$ cat src/rtl/hdmi_pixel_fetch.sv
// Prefetches RGB565 pixels ahead of the HDMI transmitter's scan address and
// drives them as expanded 8-bit RGB, flushing and refetching on underrun or frame slip.
module hdmi_pixel_fetch #(
  parameter int          FRAME_PIXELS    = 307200,
  parameter int          FIFO_DEPTH      = 16,
  parameter int          MAX_OUTSTANDING = 8,
  parameter logic [23:0] UNDERRUN_RGB    = 24'hFF00FF
) (
  input  logic                        clk_low,
  input  logic                        reset,
  input  logic                        enable,
  input  logic [20:0]                 addr,
  output logic                        mem_req,
  output logic [20:0]                 mem_addr,
  input  logic                        mem_gnt,
  input  logic                        mem_rvalid,
  input  logic [15:0]                 mem_rdata,
  output logic [7:0]                  red,
  output logic [7:0]                  green,
  output logic [7:0]                  blue,
  output logic                        underrun,
  output logic                        resync,
  output logic [$clog2(FIFO_DEPTH):0] fifo_level
);
  localparam int PTR_W = $clog2(FIFO_DEPTH);
  localparam int LVL_W = PTR_W + 1;
  localparam int OUT_W = $clog2(MAX_OUTSTANDING + 1);
  localparam int SUM_W = ((LVL_W > OUT_W) ? LVL_W : OUT_W) + 1;
  localparam logic [20:0]      LAST_IDX = 21'(FRAME_PIXELS - 1);
  localparam logic [SUM_W-1:0] DEPTH_S  = SUM_W'(FIFO_DEPTH);
  localparam logic [OUT_W-1:0] MAX_OUT  = OUT_W'(MAX_OUTSTANDING);

  typedef enum logic [1:0] {IDLE, FETCH, FLUSH} state_e;

  state_e           state_q, state_d;
  logic [20:0]      fetch_idx_q, fetch_idx_d;
  logic [20:0]      cons_idx_q, cons_idx_d;
  logic [20:0]      addr_q;
  logic [OUT_W-1:0] outst_q, outst_d;
  logic [PTR_W-1:0] wr_ptr_q, wr_ptr_d;
  logic [PTR_W-1:0] rd_ptr_q, rd_ptr_d;
  logic [LVL_W-1:0] level_q, level_d;
  logic [15:0]      fifo_q [FIFO_DEPTH];
  logic [23:0]      rgb_q, rgb_d;
  logic             underrun_q, underrun_d;
  logic             resync_q, resync_d;

  logic        step, wrap, fifo_empty, misalign, underrun_evt;
  logic        grant, rsp, push, pop;
  logic [20:0] cons_inc;
  logic [15:0] head;

  // Credit covers both stored and in-flight pixels, so a response always finds room.
  assign mem_req = (state_q == FETCH) && enable &&
                   ((SUM_W'(level_q) + SUM_W'(outst_q)) < DEPTH_S) &&
                   (outst_q < MAX_OUT);
  assign grant = mem_req && mem_gnt;
  assign rsp   = mem_rvalid && (outst_q != '0);
  assign push  = rsp && (state_q != FLUSH);

  assign fifo_empty   = (level_q == '0);
  assign step         = (addr != addr_q) && (addr != '0);
  assign wrap         = (addr == '0) && (addr_q != '0);
  assign pop          = step && !fifo_empty;
  assign misalign     = wrap && (cons_idx_q != '0);
  assign underrun_evt = step && fifo_empty;
  assign cons_inc     = (cons_idx_q == LAST_IDX) ? '0 : cons_idx_q + 21'd1;
  assign head         = fifo_q[rd_ptr_q];

  always_comb begin
    state_d     = state_q;
    fetch_idx_d = fetch_idx_q;
    cons_idx_d  = cons_idx_q;
    outst_d     = outst_q + OUT_W'(grant) - OUT_W'(rsp);
    wr_ptr_d    = wr_ptr_q;
    rd_ptr_d    = rd_ptr_q;
    level_d     = level_q + LVL_W'(push) - LVL_W'(pop);
    underrun_d  = underrun_q;
    resync_d    = 1'b0;
    rgb_d       = UNDERRUN_RGB;

    if (state_q != FLUSH && !fifo_empty)
      rgb_d = {head[15:11], head[15:13], head[10:5], head[10:9], head[4:0], head[4:2]};
    if (grant)
      fetch_idx_d = (fetch_idx_q == LAST_IDX) ? '0 : fetch_idx_q + 21'd1;
    if (push)
      wr_ptr_d = wr_ptr_q + PTR_W'(1);
    if (pop)
      rd_ptr_d = rd_ptr_q + PTR_W'(1);
    if (step)
      cons_idx_d = cons_inc;

    case (state_q)
      IDLE:    if (enable) state_d = FETCH;
      FETCH:   if (!enable && outst_q == '0) state_d = IDLE;
      FLUSH:   if (outst_q == '0) state_d = FETCH;
      default: state_d = IDLE;
    endcase

    // A frame slip restarts at pixel 0; an underrun restarts at the pixel now on screen.
    if (misalign) begin
      state_d     = FLUSH;
      cons_idx_d  = '0;
      fetch_idx_d = '0;
      wr_ptr_d    = '0;
      rd_ptr_d    = '0;
      level_d     = '0;
      resync_d    = 1'b1;
    end else if (underrun_evt) begin
      state_d     = FLUSH;
      fetch_idx_d = cons_inc;
      wr_ptr_d    = '0;
      rd_ptr_d    = '0;
      level_d     = '0;
      underrun_d  = 1'b1;
    end
  end

  always_ff @(posedge clk_low or posedge reset) begin
    if (reset) begin
      state_q     <= IDLE;
      fetch_idx_q <= '0;
      cons_idx_q  <= '0;
      addr_q      <= '0;
      outst_q     <= '0;
      wr_ptr_q    <= '0;
      rd_ptr_q    <= '0;
      level_q     <= '0;
      rgb_q       <= UNDERRUN_RGB;
      underrun_q  <= 1'b0;
      resync_q    <= 1'b0;
      for (int i = 0; i < FIFO_DEPTH; i++) fifo_q[i] <= '0;
    end else begin
      state_q     <= state_d;
      fetch_idx_q <= fetch_idx_d;
      cons_idx_q  <= cons_idx_d;
      addr_q      <= addr;
      outst_q     <= outst_d;
      wr_ptr_q    <= wr_ptr_d;
      rd_ptr_q    <= rd_ptr_d;
      level_q     <= level_d;
      rgb_q       <= rgb_d;
      underrun_q  <= underrun_d;
      resync_q    <= resync_d;
      if (push) fifo_q[wr_ptr_q] <= mem_rdata;
    end
  end

  assign mem_addr   = fetch_idx_q;
  assign red        = rgb_q[23:16];
  assign green      = rgb_q[15:8];
  assign blue       = rgb_q[7:0];
  assign underrun   = underrun_q;
  assign resync     = resync_q;
  assign fifo_level = level_q;
endmodule

$ cat config.mk
export PLATFORM = sky130hd
export DESIGN_NAME = hdmi_pixel_fetch
export DESIGN_NICKNAME = d
export VERILOG_FILES = /design/src/rtl/hdmi_pixel_fetch.sv
export SDC_FILE = /design/constraint.sdc
export NUM_CORES = 1
export LEC_CHECK = 0
export BUFFER_PORTS_ARGS = -buffer_cell sky130_fd_sc_hd__buf_2
export CAP_MARGIN = 30
export CORE_MARGIN = 5
export CORE_UTILIZATION = 40
export CTS_BUF_LIST = sky130_fd_sc_hd__clkbuf_4 sky130_fd_sc_hd__clkbuf_8
export CTS_CLUSTER_SIZE = 30
export DETAILED_ROUTE_END_ITERATION = 12
export PLACE_DENSITY = 0.61
export SKIP_LAST_GASP = 1
export SYNTH_ARGS = -nofsm -noshare
export SYNTH_HDL_FRONTEND = slang
export SYNTH_SLANG_ARGS = --single-unit
export TNS_END_PERCENT = 100
$ cat constraint.sdc
create_clock -name clk_low -period 12 [get_ports clk_low]
set_input_delay 1.2 -clock clk_low [delete_from_list [all_inputs] [get_ports clk_low]]
set_output_delay 1.2 -clock clk_low [all_outputs]
set_load 0.005 [all_outputs]
== Word-level counts from Yosys, hierarchy flattened ==
Cells that the tools add are included.

* Memories kept: 0
* Bits in read-only memories: 0
* Register bits after elaboration: 364
* Input bits: 42
* Bits in latches: 0
* Bits in writable memories: 0

* Multiply operators: 0
* Bitwise gates (word level): 3
* Shifts and indexed selects: 0
* Order comparisons: 5
* Div/mod/pow operators: 0
* Reductions and logical operators: 30
* Muxes and demuxes: 29
* Eq/ne operators: 9
* $add $sub $neg: 9

{| class="wikitable"
|+ Operator list
! cell !! count
|-
| bitwise mux 256 bit || 1
|-
| two-way mux 21 bit || 7
|-
| binary-select mux 16 bit (select 4 bit) || 1
|-
| demux 16 bit (select 4 bit) || 1
|-
| nonzero test 21 bit || 3
|-
| two-way mux 16 bit || 3
|-
| adder 21 x 1 -> 21 bit, second input constant || 2
|-
| == test 21 x 19 -> 1 bit, second input constant || 2
|-
| two-way mux 24 bit || 1
|-
| two-way mux 4 bit || 6
|-
| zero test 21 bit || 1
|-
| != test 21 bit || 1
|-
| logical AND 1 bit || 14
|-
| >= comparator 5 bit, second input constant || 2
|-
| two-way mux 2 bit || 5
|-
| two-way mux 5 bit || 2
|-
| inverter 4 -> 5 bit || 2
|-
| nonzero test 3 bit || 3
|-
| adder 4 x 1 -> 4 bit, second input constant || 2
|-
| != test 4 bit, second input constant || 2
|-
| adder 5 x 4 -> 6 bit || 1
|-
| < comparator 6 x 5 -> 1 bit, second input constant || 1
|-
| one-hot mux 2 bit (3 select lines) || 1
|-
| adder 5 x 1 -> 5 bit || 1
|-
| 19 further kinds || 20
|}

== Longest topological paths before layout ==
Gate-level depths: netlist of the first run.

* Depth after elaboration: 8
* Gate-level depth with buffers: 17
* Mapped depth without buffers: 16

== Least setup slack after synthesis of the first run ==
Ideal clock, no wire load.

* Path kind: input -> register
* Start point: input addr[3]
* End point: register level_q[4], in the netlist fifo_level[4]
* Slack: 7798 ps
* Data arrival time: 4080 ps
* Stages: 16
* Library setup time: 121 ps
* Buffers on the path: 1
* Cells stage by stage: or4_1 > or4_4 > o21ai_2 > clkbuf_1 > nor2_1 > ha_1 > inv_1 > ha_1 > inv_1 > fa_1 > inv_1 > a21oi_1 > nor2_1 > nor2_1 > xnor2_1 > nor2_1

* Cells in the longest elaborated chain, start to end: 6
* Elaborated cells on any way between the ends: 11

{| class="wikitable"
|+ Ends and longest elaborated chain
! what !! RTL line !! RTL
|-
| start: declaration || 12 || <nowiki>input logic [20:0] addr,</nowiki>
|-
| != test 21 bit or nonzero test 21 bit (tied branches) || 62 || <nowiki>assign step = (addr != addr_q) && (addr != '0);</nowiki>
|-
| logical AND 1 bit || 62 ||
|-
| logical AND 1 bit || 64 || <nowiki>assign pop = step && !fifo_empty;</nowiki>
|-
| subtractor 5 x 1 -> 5 bit || 77 || <nowiki>level_d = level_q + LVL_W'(push) - LVL_W'(pop);</nowiki>
|-
| two-way mux 5 bit || 109 || <nowiki>end else if (underrun_evt) begin</nowiki>
|-
| two-way mux 5 bit * || 101 || <nowiki>if (misalign) begin</nowiki>
|-
| named net level_d[4] || 42 || <nowiki>logic [LVL_W-1:0] level_q, level_d;</nowiki>
|-
| end signal: assignment || 141 || <nowiki>level_q <= level_d;</nowiki>
|-
| end: declaration || 42 ||
|}

Mark *: on every way through the listed nets, which the timed path passes. The rest lies on a longest branch.
A chain may end at the register's enable or synchronous reset.

== Final worst setup path of the first run ==
Ends and elaborated chain as after synthesis.

==> results of run 1 <==
-- registers in the layout, summed over array words and instances (netlist names) --
name	count
underrun	1
mem_addr	21
addr_q	21
wr_ptr_q	4
fifo_q	256
resync	1
cons_idx_q	21
fifo_level	5
rgb_q	16
outst_q	4
state_q	2
rd_ptr_q	4
-- power by group through the flow --
stage	Sequential [mW]	Combinational (mW)	Clock, mW
after floorplan	1.25	0.0738	0
after global placement	1.26	0.107	0
after detailed placement	1.26	0.113	0
after CTS	1.24	0.113	1.21
after global routing	1.24	0.129	1.27
final	1.24	0.111	1.18
-- cell usage after synthesis (19+ instances only) --
master,count
clkbuf_1,61
dfrtp_1,346
ha_1,22
inv_1,24
mux2_2,257
mux4_2,80
nand2_1,37
nand3_1,26
nor2_1,62
nor3_1,19
o21ai_0,24
xor2_1,34
-- worst min path at each step --
| stage | from | end | slack [ns] | cells after the start |
|---|---|---|---|---|
| floorplan | underrun | underrun | 0.46 | 1 |
| global placement | underrun | underrun | 0.45 | 1 |
| detailed placement | underrun | underrun | 0.46 | 1 |
| CTS | underrun | underrun | 0.47 | 1 |
| global route | underrun | underrun | 0.49 | 1 |
| finish | underrun | underrun | 0.46 | 1 |
-- area by class of cell --
type | count | area (µm²)
fill | 3708 | 22400
sequential | 356 | 8930
multi-input combinational | 760 | 7500
clock buffer | 97 | 1200
timing repair buffer | 126 | 802
tap | 539 | 674
clock inverter | 11 | 136
inverter | 24 | 97.6
-- per-layer routing --
metal	vias up	global-route usage
li1	4720	-
met1	5505	0.240
met2	227	0.286
met3	73	0.0303
met4	0	0.0516
met5	-	0
-- worst register-to-register path, stage by stage (launching register included) --
cell and delay (ns):
dfrtp_1 0.39, xor2_1 0.16, nor4_1 0.35, nand4_1 0.17
o21ai_2 0.15, buf_4 0.29, nor2_1 0.15, ha_1 0.29
inv_1 0.06, ha_1 0.16, inv_1 0.05, fa_1 0.40
inv_1 0.07, a21oi_1 0.05, nor2_1 0.09, nor2_1 0.06
xnor2_1 0.14, nor2_1 0.05
-- kinds of logic after synthesis --
family,after synthesis,share of synthesized area
DFF,356,0.530
and+or+nand+nor,244,0.0747
adders and majority gates,24,0.0187
buffers and inverters,112,0.0278
AOI/OAI and AO/OA,100,0.0410
muxes,340,0.281
xor gates and xnor gates,52,0.0271
==> results.cfg, run 1 <==
[status]
run_status = finished, final reports clean

[cells_and_area]
layout.nets = 1392
fin_area_um2 = 19300
n_antenna_cell = 0
fin_util = 0.463
drive_gt1_frac = 0.445
layout.cells.most_common_list = dfrtp_1, mux2_2, buf_2
syn2layout_area_growth_pct = 14.9
layout_commonest_cell = dfrtp_1
stdcell_count = 1913

[grt]
grt_pass1_vias = 11145
grt_max_degree = 121
antenna_found_initial = 0
grt_pass1_wl_um = 64700
grt_overflow_total = 0
grt_util_all_layers = 0.174

[timing]
fin_crit_sh = 0.319
maxSlewHeadroom = 0.322
worst_slew_pin_slew_ns = 1.01
tns_ns = 0
setup_viol = 0
fmax_mhz = 261
hold-worst-slack_ns = 0.461
period_minus_slack_ns = 3.83
maxSlewViolCount = 0
hold_viol_final = 0
setup_ws_ns = 8.17
finClkSkew_ns = 0.0267
rsz0062_at_grt = no

[logic_synthesis]
synth.area.top_cells = dfrtp_1, mux2_2, mux4_2, xor2_1, ha_1
postSynthCellCount = 1228
synth_enable_flop_cells = 0
synth_fp_nets = 1294
synth.cell_area_um2 = 16800
ys_async_sr_fraction = 1.00
synth_top_area_cell = dfrtp_1
synthDistinctLibCells = 60
netlist.area_leader.share = 0.514
syn-mean-instance-area_um2 = 13.7
ys_warn_count = 0
ys_seq_area_frac = 0.530
synth-main-ff-cell = dfrtp_1
ys_ff_latch = 356

[power_and_ir_drop]
total_power_mw = 2.53
power_frac_seq = 0.489
p_clk_frac = 0.467
switching_power_uw = 573
powerDensity_nw_per_um2 = 131
swShare = 0.227
internal-power_mw = 1.95
power_frac_comb = 0.044
ir_worst_vdd_mv = 0.0690
leakage_nw = 8.86

[floorplan]
ios = 95
die-area_um2 = 46300
rows = 75
core_um2 = 41800
start_util = 0.403
die_y_um = 215
die_w_um = 215

[worst_setup_path]
slowest_stage = or4_1
crit_family = simple AND/OR/NAND/NOR gates
r2r_start = addr_q[15]
cp_data_required_time_ns = 12.46
cp.depth = 17
crit_top_cell = nor2_1
end_kind = flop
rrSetupSlack_ns = 8.78
worstSetupEndpoint = fifo_level[4]
r2r-end = fifo_level[4]
max_stage_delay_ns = 0.53
crit_path_start = addr[3]
reg2reg_depth = 17
arrival_ns = 4.29
cp-start-kind = input port
cp_cell_sequence = buf_2 > or4_1 > or4_4 > o21ai_2 > buf_4 > nor2_1 > ha_1 > inv_1 > ha_1 > inv_1 > fa_1 > inv_1 > a21oi_1 > nor2_1 > nor2_1 > xnor2_1 > nor2_1
crit_buf_inv = 5
critPathKind = input port to flop
path_max_fanout = 28

[place]
place_inst = 1804
placed_cell_area_um2 = 18000
hpwl_um = 25000
place_congestion = 0.862
io_buffers = 94
dp_slack_ns = 7.54

[cts]
cts_tree = yes
cts-resized-gates = 0
cts_hold_buf = 0
clock-root-buffer = clkbuf_8
h-tree-depth = 2
clkSinkCount = 356
clk_latency_ns = 0.62
cts_buffer_depth = 3
clk_pin_slew_ns = 0.06
post-cts-setup-buffer-count = 0
cts_buffers = 58

[route]
dr_wl_met2_um = 19400
routed_wl_um = 40000
routedWlPerCell_um = 20.9
dr.pass1.iters = 5
drtIter0Drc = 630
dr_wl_met3_um = 1680
viasPerCell = 5.50
drc = 0
highest-signal-layer = met4
wl_met1_um = 18000
postRouteAntennaNets = 0
vias = 10525

[run]
cap_viol_max_count = 0

[hold_path]
min_path_type = flop to flop
Note: power is estimated with default switching activity, not from simulation.
==> inputs of run 2 (changes only) <==
--- a/config.mk
+++ b/config.mk
@@ -12,7 +12,7 @@
 export CTS_BUF_LIST = sky130_fd_sc_hd__clkbuf_4 sky130_fd_sc_hd__clkbuf_8
 export CTS_CLUSTER_SIZE = 30
 export DETAILED_ROUTE_END_ITERATION = 12
-export PLACE_DENSITY = 0.61
+export PLACE_DENSITY = 0.63
 export SKIP_LAST_GASP = 1
 export SYNTH_ARGS = -nofsm -noshare
 export SYNTH_HDL_FRONTEND = slang
==> constraint.sdc (replaced) <==
create_clock -name clk_low -period 3.4 [get_ports clk_low]
set_input_delay 0.34 -clock clk_low [delete_from_list [all_inputs] [get_ports clk_low]]
set_output_delay 0.34 -clock clk_low [all_outputs]
set_load 0.005 [all_outputs]
==> results.cfg, run 2 (synthesized netlist as in run 1, its figures left out) <==
[status]
run_status = finished, final reports clean

[power_and_ir_drop]
swShare = 0.236
powerDensity_nw_per_um2 = 454
power_frac_comb = 0.048
power_frac_seq = 0.485
switching_power_mw = 2.12
leakage_nw = 9.11
ir_worst_vdd_mv = 0.278
internal-power_mw = 6.88
p_clk_frac = 0.467

[cells_and_area]
final-seq-area_um2 = 8930
layout.cells.most_common_list = dfrtp_1, mux2_2, buf_2
fin_area_um2 = 19800
layout.nets = 1442
drive_gt1_frac = 0.450
multi_input_area_um2 = 7500
largest_reg_flops = 256
syn2layout_area_growth_pct = 17.6
n_antenna_cell = 0
final.fill_count = 3674
regMostFlops = fifo_q
layout_commonest_cell = dfrtp_1

[cts]
clock-root-buffer = clkbuf_8
cts_tree = yes
clk_pin_slew_ns = 0.06
cts_hold_buf = 22
clkSinkCount = 356
post-cts-setup-buffer-count = 0
clk_latency_ns = 0.67
cts-resized-gates = 0
cts_buffer_depth = 3
h-tree-depth = 2
cts_buffers = 59

[timing]
hold-worst-slack_ns = 0.128
rsz0062_at_grt = no
fin_crit_sh = 0.927
setup_viol = 0
worst_slew_pin_slew_ns = 0.878
finClkSkew_ns = 0.0434
hold_viol_final = 0
setup_ws_ns = 0.248
fmax_mhz = 317
period_minus_slack_ns = 3.15
maxSlewHeadroom = 0.415
maxSlewViolCount = 0

[floorplan]
die_y_um = 215
ios = 95
die-area_um2 = 46300
rows = 75
die_w_um = 215
core_um2 = 41800
start_util = 0.403

[grt]
grt_util_all_layers = 0.180
grt_pass1_vias = 11678
grt_pass1_wl_um = 67200
use_met2 = 0.299
grt_overflow_total = 0
met3_usage = 0.0341
antenna_found_initial = 0
grt_max_degree = 80
busiest_layer = met2
met1_usage = 0.242

[route]
drc = 0
vias = 10781
viasPerCell = 5.48
postRouteAntennaNets = 0
dr.pass1.iters = 5
routedWlPerCell_um = 20.8
routed_wl_um = 40900
drtIter0Drc = 616

[worst_setup_path]
critPathKind = input port to flop
crit_top_cell = nor2_1
cp-start-kind = input port
end_kind = flop
cp_data_required_time_ns = 3.96
arrival_ns = 3.72
cp_cell_sequence = dlygate4sd3_1 > buf_2 > or4_1 > or4_4 > o21ai_2 > nor2_1 > ha_1 > inv_1 > ha_1 > inv_1 > fa_1 > inv_1 > a21oi_1 > nor2_1 > nor2_1 > xnor2_1 > nor2_1
max_stage_delay_ns = 0.53
crit_family = simple AND/OR/NAND/NOR gates
slowest_stage = dlygate4sd3_1
crit_buf_inv = 5
path_max_fanout = 3

[run]
cap_viol_max_count = 0

[place]
io_buffers = 94
placed_cell_area_um2 = 18200
place_congestion = 0.889
hpwl_um = 26800
dp_slack_ns = 0.112

[hold_path]
min_path_type = input port to flop
## run 2: changes by cell type in the layout (fill, tap and decap cells not counted), sizes merged
cell         change
bufinv           -1
inv              -1
buf             +27
clkinv           +6
dlygate4sd3     +22
## run 2: path summary, 6_finish.rpt
| check | from | to | slack [ns] | cells after the start |
|---|---|---|---|---|
| max | addr[3] | fifo_level[4] | 0.25 | 17 |
| min | enable | state_q[0] | 0.13 | 4 |
| max reg2reg | addr_q[12] | fifo_level[4] | 0.43 | 16 |
| min reg2reg | underrun | underrun | 0.47 | 1 |
| max in group asynchronous | reset | rgb_q[5] | 2.44 | 5 |
| min in group asynchronous | reset | fifo_q[253] | 0.38 | 4 |
## run 2: cell type report
class | count | share of cell area
clock buffer | 97 | 0.0611
tap | 539 | 0.0341
timing repair buffer | 175 | 0.0636
sequential | 356 | 0.451
clock inverter | 15 | 0.00720
multi-input combinational | 760 | 0.379
inverter | 24 | 0.00474
## run 2: per-stage QoR
stage	power [mW]	util	cells	setup TNS, ns
final	9.00	0.474	1966	0
after global routing	9.38	0.474	1966	0
after CTS	9.13	0.474	1965	0
after detailed placement	4.85	0.436	1831	0
after global placement	4.83	0.436	1831	0
after floorplan	4.68	-	1228	-592.99
## run 2: worst min-delay path, delay by kind of cell
kind | cells | cell delay [ns]
buf+inv | 1 | 0.09
simple gates | 1 | 0.10
compound gates | 2 | 0.23
## run 2: power groups by stage
stage	registers [mW]	clock network, mW	logic (mW)
finish	4.36	4.21	0.432
global route	4.37	4.52	0.493
CTS	4.36	4.33	0.437
detailed placement	4.44	0	0.416
global placement	4.43	0	0.398
floorplan	4.42	0	0.261
## run 2: per-layer routing
metal | wire (µm) | vias to the layer above
met5 | 0 | -
met4 | 958 | 0
met3 | 1690 | 70
met2 | 20400 | 233
met1 | 17900 | 5669
li1 | - | 4809
